==> src/rtl/sha256_pkg.sv <==
// Shared SHA-2 accelerator types: message beat and hash ID widths.
// Also used by sha256_id_buf.
package sha256_pkg;

    localparam int unsigned DATA_W = 512;
    localparam int unsigned ID_W   = 6;

    typedef logic [ID_W-1:0]   sha256_id_t;
    typedef logic [DATA_W-1:0] sha256_data_t;

    typedef struct packed {
        logic         last;
        sha256_data_t data;
    } sha256_beat_t;

endpackage

==> src/rtl/sha256_id_issue_if.sv <==
// Streams around the ID issue stage: bus-side ingress, message-builder egress,
// and the one-beat ID stream to sha256_id_buf.
interface sha256_id_issue_if;
    import sha256_pkg::*;

    sha256_data_t data_in;
    logic         data_in_last;
    logic         data_in_valid;
    logic         data_in_ready;

    sha256_data_t data_out;
    logic         data_out_last;
    logic         data_out_valid;
    logic         data_out_ready;

    sha256_id_t   id_out;
    logic         id_out_last;
    logic         id_out_valid;
    logic         id_out_ready;

    modport master (
        output data_in, data_in_last, data_in_valid, data_out_ready, id_out_ready,
        input  data_in_ready, data_out, data_out_last, data_out_valid,
               id_out, id_out_last, id_out_valid
    );

    modport slave (
        input  data_in, data_in_last, data_in_valid, data_out_ready, id_out_ready,
        output data_in_ready, data_out, data_out_last, data_out_valid,
               id_out, id_out_last, id_out_valid
    );

endinterface

==> src/rtl/sha256_reg_slice.sv <==
// Single-entry valid/ready register. The caller decides acceptance (load);
// free tells it whether the entry can take a new word this cycle.
module sha256_reg_slice
    import sha256_pkg::*;
#(
    parameter int unsigned W = DATA_W + 1
) (
    input  logic         clk,
    input  logic         nrst,
    input  logic         clr,
    input  logic         load,
    input  logic [W-1:0] load_data,
    input  logic         out_ready,
    output logic [W-1:0] out_data,
    output logic         out_valid,
    output logic         free
);

    logic [W-1:0] data_d, data_q;
    logic         valid_d, valid_q;

    // Reload wins over drain so back-to-back transfers keep valid high.
    always_comb begin
        data_d  = data_q;
        valid_d = valid_q;
        if (clr) begin
            data_d  = '0;
            valid_d = 1'b0;
        end else if (load) begin
            data_d  = load_data;
            valid_d = 1'b1;
        end else if (out_ready) begin
            valid_d = 1'b0;
        end
    end

    always_ff @(posedge clk or negedge nrst) begin
        if (!nrst) begin
            data_q  <= '0;
            valid_q <= 1'b0;
        end else begin
            data_q  <= data_d;
            valid_q <= valid_d;
        end
    end

    assign out_data  = data_q;
    assign out_valid = valid_q;
    assign free      = !valid_q || out_ready;

endmodule

==> src/rtl/sha256_id_issue.sv <==
// Ingress stage: forwards message beats unchanged and issues one ID beat from a
// free-running counter on the first beat of every message.
module sha256_id_issue
    import sha256_pkg::*;
(
    input  logic                clk,
    input  logic                nrst,
    input  logic                en,
    input  logic                sync_rst,
    sha256_id_issue_if.slave    bus,
    output sha256_id_t          status_id
);

    sha256_beat_t slice_out;
    logic         d_free;
    logic         i_free;
    logic         acc;
    logic         id_load;

    sha256_id_t id_d, id_q;
    logic       id_valid_d, id_valid_q;
    logic       id_last_d, id_last_q;
    sha256_id_t status_d, status_q;
    sha256_id_t id_cnt_d, id_cnt_q;
    logic       sop_d, sop_q;

    // A start-of-packet beat also needs the ID slot; mid-packet beats do not.
    assign i_free            = !id_valid_q || bus.id_out_ready;
    assign bus.data_in_ready = en && !sync_rst && d_free && (!sop_q || i_free);
    assign acc               = bus.data_in_valid && bus.data_in_ready;
    assign id_load           = acc && sop_q;

    sha256_reg_slice #(
        .W ($bits(sha256_beat_t))
    ) u_data_slice (
        .clk       (clk),
        .nrst      (nrst),
        .clr       (sync_rst),
        .load      (acc),
        .load_data ({bus.data_in_last, bus.data_in}),
        .out_ready (bus.data_out_ready),
        .out_data  (slice_out),
        .out_valid (bus.data_out_valid),
        .free      (d_free)
    );

    always_comb begin
        id_d       = id_q;
        id_valid_d = id_valid_q;
        id_last_d  = id_last_q;
        status_d   = status_q;
        id_cnt_d   = id_cnt_q;
        sop_d      = sop_q;
        if (sync_rst) begin
            id_d       = '0;
            id_valid_d = 1'b0;
            id_last_d  = 1'b0;
            status_d   = '0;
            id_cnt_d   = '0;
            sop_d      = 1'b1;
        end else begin
            if (id_load) begin
                id_d       = id_cnt_q;
                id_valid_d = 1'b1;
                id_last_d  = 1'b1;
                status_d   = id_cnt_q;
                id_cnt_d   = id_cnt_q + 1'b1;
            end else if (bus.id_out_ready) begin
                id_valid_d = 1'b0;
            end
            if (acc) begin
                sop_d = bus.data_in_last;
            end
        end
    end

    always_ff @(posedge clk or negedge nrst) begin
        if (!nrst) begin
            id_q       <= '0;
            id_valid_q <= 1'b0;
            id_last_q  <= 1'b0;
            status_q   <= '0;
            id_cnt_q   <= '0;
            sop_q      <= 1'b1;
        end else begin
            id_q       <= id_d;
            id_valid_q <= id_valid_d;
            id_last_q  <= id_last_d;
            status_q   <= status_d;
            id_cnt_q   <= id_cnt_d;
            sop_q      <= sop_d;
        end
    end

    assign bus.data_out      = slice_out.data;
    assign bus.data_out_last = slice_out.last;
    assign bus.id_out        = id_q;
    assign bus.id_out_last   = id_last_q;
    assign bus.id_out_valid  = id_valid_q;
    assign status_id         = status_q;

endmodule
==> src/flat_wrapper.sv <==
// flat-port wrapper written by rule: the top's interface ports become plain ports
module sha256_id_issue_flat import sha256_pkg::*;
  (clk, nrst, en, sync_rst, status_id, bus_data_in, bus_data_in_last, bus_data_in_valid, bus_data_out_ready, bus_id_out_ready, bus_data_in_ready, bus_data_out, bus_data_out_last, bus_data_out_valid, bus_id_out, bus_id_out_last, bus_id_out_valid);
  sha256_id_issue_if bus_i ();
  input  logic clk;
  input  logic nrst;
  input  logic en;
  input  logic sync_rst;
  output sha256_id_t status_id;
  input wire logic [$bits(bus_i.data_in)-1:0] bus_data_in;
  input wire logic [$bits(bus_i.data_in_last)-1:0] bus_data_in_last;
  input wire logic [$bits(bus_i.data_in_valid)-1:0] bus_data_in_valid;
  input wire logic [$bits(bus_i.data_out_ready)-1:0] bus_data_out_ready;
  input wire logic [$bits(bus_i.id_out_ready)-1:0] bus_id_out_ready;
  output wire logic [$bits(bus_i.data_in_ready)-1:0] bus_data_in_ready;
  output wire logic [$bits(bus_i.data_out)-1:0] bus_data_out;
  output wire logic [$bits(bus_i.data_out_last)-1:0] bus_data_out_last;
  output wire logic [$bits(bus_i.data_out_valid)-1:0] bus_data_out_valid;
  output wire logic [$bits(bus_i.id_out)-1:0] bus_id_out;
  output wire logic [$bits(bus_i.id_out_last)-1:0] bus_id_out_last;
  output wire logic [$bits(bus_i.id_out_valid)-1:0] bus_id_out_valid;
  assign bus_i.data_in = bus_data_in;
  assign bus_i.data_in_last = bus_data_in_last;
  assign bus_i.data_in_valid = bus_data_in_valid;
  assign bus_i.data_out_ready = bus_data_out_ready;
  assign bus_i.id_out_ready = bus_id_out_ready;
  assign bus_data_in_ready = bus_i.data_in_ready;
  assign bus_data_out = bus_i.data_out;
  assign bus_data_out_last = bus_i.data_out_last;
  assign bus_data_out_valid = bus_i.data_out_valid;
  assign bus_id_out = bus_i.id_out;
  assign bus_id_out_last = bus_i.id_out_last;
  assign bus_id_out_valid = bus_i.id_out_valid;
  sha256_id_issue u_core (.clk(clk), .nrst(nrst), .en(en), .sync_rst(sync_rst), .bus(bus_i), .status_id(status_id));
endmodule
==> config.mk <==
export PLATFORM = sky130hd
export DESIGN_NAME = sha256_id_issue_flat
export DESIGN_NICKNAME = d
export VERILOG_FILES = /design/src/rtl/sha256_pkg.sv /design/src/rtl/sha256_id_issue_if.sv /design/src/rtl/sha256_reg_slice.sv /design/src/rtl/sha256_id_issue.sv /design/src/flat_wrapper.sv
export SDC_FILE = /design/constraint.sdc
export NUM_CORES = 1
export LEC_CHECK = 0
export CAP_MARGIN = 20
export CORE_AREA = 2 2 412 414
export DETAILED_ROUTE_END_ITERATION = 8
export DIE_AREA = 0 0 414 416
export SYNTH_ARGS = -nofsm -noshare
export SYNTH_HDL_FRONTEND = slang
export SYNTH_SLANG_ARGS = --single-unit
==> constraint.sdc <==
create_clock -name clk -period 2.5 [get_ports clk]
set_input_delay 0.375 -clock clk [delete_from_list [all_inputs] [get_ports clk]]
set_output_delay 0.375 -clock clk [all_outputs]
set_load 0.03 [all_outputs]
==> results.py <==
metrics = {
    "floorplanning": {
        "dieWidth_um": 414,
        "core_um2": 168000,
        "ioPinCount": 1049,
        "dieArea_um2": 172000,
        "rows": 151,
        "floorplan.die.height_um": 416,
        "initial_core_util_pct": 12.6,
    },
    "place": {
        "finalWeightedCongestion": 0.930,
        "buffer_ports.inserted": 1048,
        "place_hpwl_um": 98700,
        "placedInstanceArea_um2": 34600,
    },
    "clock_tree": {
        "cts.root.buffer_cell": "sky130_fd_sc_hd__clkbuf_16",
        "clk_latency_ns": 0.67,
        "clk_path_buf_depth": 3,
        "ctsHtreeMaxLevel": 3,
        "cts_tree": "built",
        "tritoncts.num_buffers": 67,
        "cts.sinks": 529,
        "clkSlewWorstSetupHoldPaths_ns": 0.05,
    },
    "cells_and_area": {
        "area_growth_syn_to_layout_pct": 74.3,
        "utilization_pct": 22.0,
        "layout-drive-gt1-share_pct": 7.60,
        "design.final.nets": 3899,
        "final.fill_count": 18200,
        "design_area_um2": 36900,
    },
    "grt": {
        "first_global_vias": 20100,
        "antenna_found_initial": 55,
        "largest_net_degree_at_the_start_of_global_routing": 81,
        "gr-usage-all-layers_pct": 13.5,
        "grt_overflow": 0,
        "first_pass_grt_wire_length_um": 164000,
    },
    "power": {
        "power_frac_seq_pct": 39.6,
        "vdd_ir_drop_max_v": 0.000437,
        "power.share.switching_pct": 28.9,
        "p_int_mw": 16.7,
        "power.density_nw_per_um2": 638,
        "leakagePower_nw": 14.8,
        "clock_power_share_pct": 42.4,
        "switchingPower_mw": 6.81,
        "power.share.combinational_pct": 18.0,
    },
    "setup_path": {
        "crit_path_cell_trace": "clkdlybuf4s50_1",
        "path_buf_inv": 1,
        "start_kind": "flip-flop",
        "rr_worst_depth": 8,
        "critPathRequiredTime_ns": 2.12,
        "cell_family_with_the_largest_share_of_critical_path_delay": "buffers and inverters",
        "critical_path_peak_fanout": 2,
        "arrival_ns": 1.98,
        "crit_path_max_incr_delay_ns": 0.95,
        "critPathKind": "reg -> out",
        "critical_path.endpoint_type": "output port",
        "r2r_startpoint": "u_core.bus.id_out_valid$_DFFE_PN0P_",
        "crit-reg2reg-capture": "u_core.u_data_slice.out_data[351]$_DFFE_PN0P_",
        "crit_path_top_delay_cell": "sky130_fd_sc_hd__clkdlybuf4s50_1",
        "timing.reg2reg.setup_slack_ns": 0.35,
    },
    "sta": {
        "final-setup-viol-count": 0,
        "worst-slew-pin-transition_ns": 0.716,
        "timing.final.crit_share_pct": 94.4,
        "finalHoldViolCount": 0,
        "fmaxAchievable_mhz": 424,
        "period_needed_ns": 2.36,
        "timing.final.max_slew_violations": 0,
        "slew-limit-headroom_pct": 52.1,
        "layout_skew_ns": 0.0108,
        "rsz0062_at_grt": "false",
    },
    "yosys": {
        "post_synth_most_frequent_cells": "sky130_fd_sc_hd__nand2_1 (1,041), sky130_fd_sc_hd__dfrtp_1 (528), sky130_fd_sc_hd__o21ai_0 (283)",
        "synth_cell_type_count": 29,
        "synth_top_cells_by_area": "sky130_fd_sc_hd__dfrtp_1 (62%), sky130_fd_sc_hd__nand2_1 (18%), sky130_fd_sc_hd__o21ai_0 (6.7%)",
        "ys_ff_latch": 529,
        "synthesis.yosys.warnings": 0,
        "share_of_synthesized_flip_flops_with_an_asynchronous_set_or_reset_pct": 100,
        "post-synth-top-count-cell": "sky130_fd_sc_hd__nand2_1",
        "synthDominantCellAreaShare_pct": 62.4,
        "synth-seq-area-share_pct": 62.5,
        "synthesis.area_um2": 21200,
        "synth_edf_count": 0,
        "yosysTopAreaCell": "sky130_fd_sc_hd__dfrtp_1",
        "syn-instance-count": 2304,
        "postSynth.topFlopCell": "sky130_fd_sc_hd__dfrtp_1",
        "synthesis.nets": 2825,
        "syn_avg_cell_area_um2": 9.20,
    },
    "route": {
        "firstDrtPassIters": 5,
        "dr_total_vias": 20300,
        "route.detailed.drc": 0,
        "wl_per_cell_um": 21.1,
        "antenna_violating_nets_post_route": 0,
        "route.final.wire_length_um": 120000,
        "drt_iter0_drc": 1506,
        "route.detailed.vias_per_inst": 3.59,
    },
    "run_status": {
        "run_status": "complete, no violations",
    },
    "hold_path": {
        "min-delay-path-class": "in -> async",
    },
    "run": {
        "max_cap_violations": 0,
    },
}
## kinds of logic after synthesis
logic type	count (synthesis)	synth area share, %
compound gates	533	12.8
fa+ha+maj	1	0.0590
buf+inv	183	5.60
flops	529	62.5
mux	3	0.148
simple gates	1055	18.9
## area by class of cell
cell class | count | area, um^2 | area share (%)
clock buffers | 89 | 1910 | 5.18
well taps | 2218 | 2780 | 7.52
diodes | 23 | 57.6 | 0.156
clock inverters | 24 | 275 | 0.746
inverters | 3 | 18.8 | 0.0508
repair buffers | 1185 | 11900 | 32.1
multi-input cells | 1592 | 6770 | 18.3
flip-flops and latches | 529 | 13200 | 35.9
## layout by cell type (no fill, tap or decap), types with 10 or more instances in the layout
master                            instances
sky130_fd_sc_hd__clkbuf_16               69
sky130_fd_sc_hd__clkdlybuf4s50_1       1032
sky130_fd_sc_hd__buf_12                  30
sky130_fd_sc_hd__diode_2                 23
sky130_fd_sc_hd__nand2_1               1041
sky130_fd_sc_hd__o21ai_0                283
sky130_fd_sc_hd__buf_4                  117
sky130_fd_sc_hd__clkinv_2                10
sky130_fd_sc_hd__clkbuf_8                11
sky130_fd_sc_hd__o21ai_1                238
sky130_fd_sc_hd__dfrtp_1                528
## power groups by stage
| stage | logic [mW] | registers, mW | clock network (mW) |
|---|---|---|---|
| 2_1_floorplan | 0.741 | 10.3 | 0 |
| 3_3_place_gp | 4.30 | 9.46 | 0 |
| 3_5_place_dp | 4.31 | 9.47 | 0 |
| 4_1_cts | 4.33 | 9.33 | 10.3 |
| 5_1_grt | 4.50 | 9.37 | 10.7 |
| 6_report | 4.24 | 9.33 | 9.98 |
## metrics by stage
step	setup slack, ns	hold slack [ns]	total power, mW	setup TNS, ns	cells
6_report	0.141	0.226	23.6	0	5663
3_3_place_gp	-0.274	0.304	13.8	-60.89	5525
4_1_cts	0.00270	0.133	24.0	0	5639
2_1_floorplan	0.602	0.0794	11.0	0	2304
3_5_place_dp	-0.295	0.307	13.8	-64.23	5525
5_1_grt	0.0313	0.199	24.5	0	5646
## repair_timing
item,4_1_cts,5_1_grt
setup buffers,0,1
resized for setup,6,0
hold buffers,1,0
pin swaps,0,1
hold endpoints to repair,119,0
setup endpoints to repair,5,5
## how the worst max path moves through the flow
stage,depth (start not counted),end,startpoint
global placement,8,u_core.u_data_slice.out_data[351]$_DFFE_PN0P_,en
finish,1,bus_data_out[56],u_core.u_data_slice.out_data[56]$_DFFE_PN0P_
detailed placement,8,u_core.u_data_slice.out_data[351]$_DFFE_PN0P_,sync_rst
floorplan,6,u_core.u_data_slice.out_data[323]$_DFFE_PN0P_,u_core.bus.id_out_valid$_DFFE_PN0P_
global route,5,bus_data_in_ready,u_core.u_data_slice.out_valid$_DFFE_PN0P_
CTS,1,bus_data_out[394],u_core.u_data_slice.out_data[394]$_DFFE_PN0P_
## sequential cells by signal, indices dropped and copies added (netlist names)
register                       cells
u_core.sop_q                       1
u_core.id_cnt_q                    6
u_core.u_data_slice.out_valid      1
u_core.bus.id_out_valid            1
u_core.bus.id_out_last             1
u_core.u_data_slice.out_data     513
u_core.bus.id_out                  6
## metal layers
layer  global-route usage, %  part of all wire [%]  wire, um  up-vias
li1                        -                     -         -     9589
met1                    16.4                    42     49700     9787
met2                    22.7                    49     58200      711
met3                    4.38                   7.3      8690      175
met4                    3.79                   2.3      2750       44
met5                       0                  0.25       304        -
Note: power is estimated with default switching activity, not from simulation.
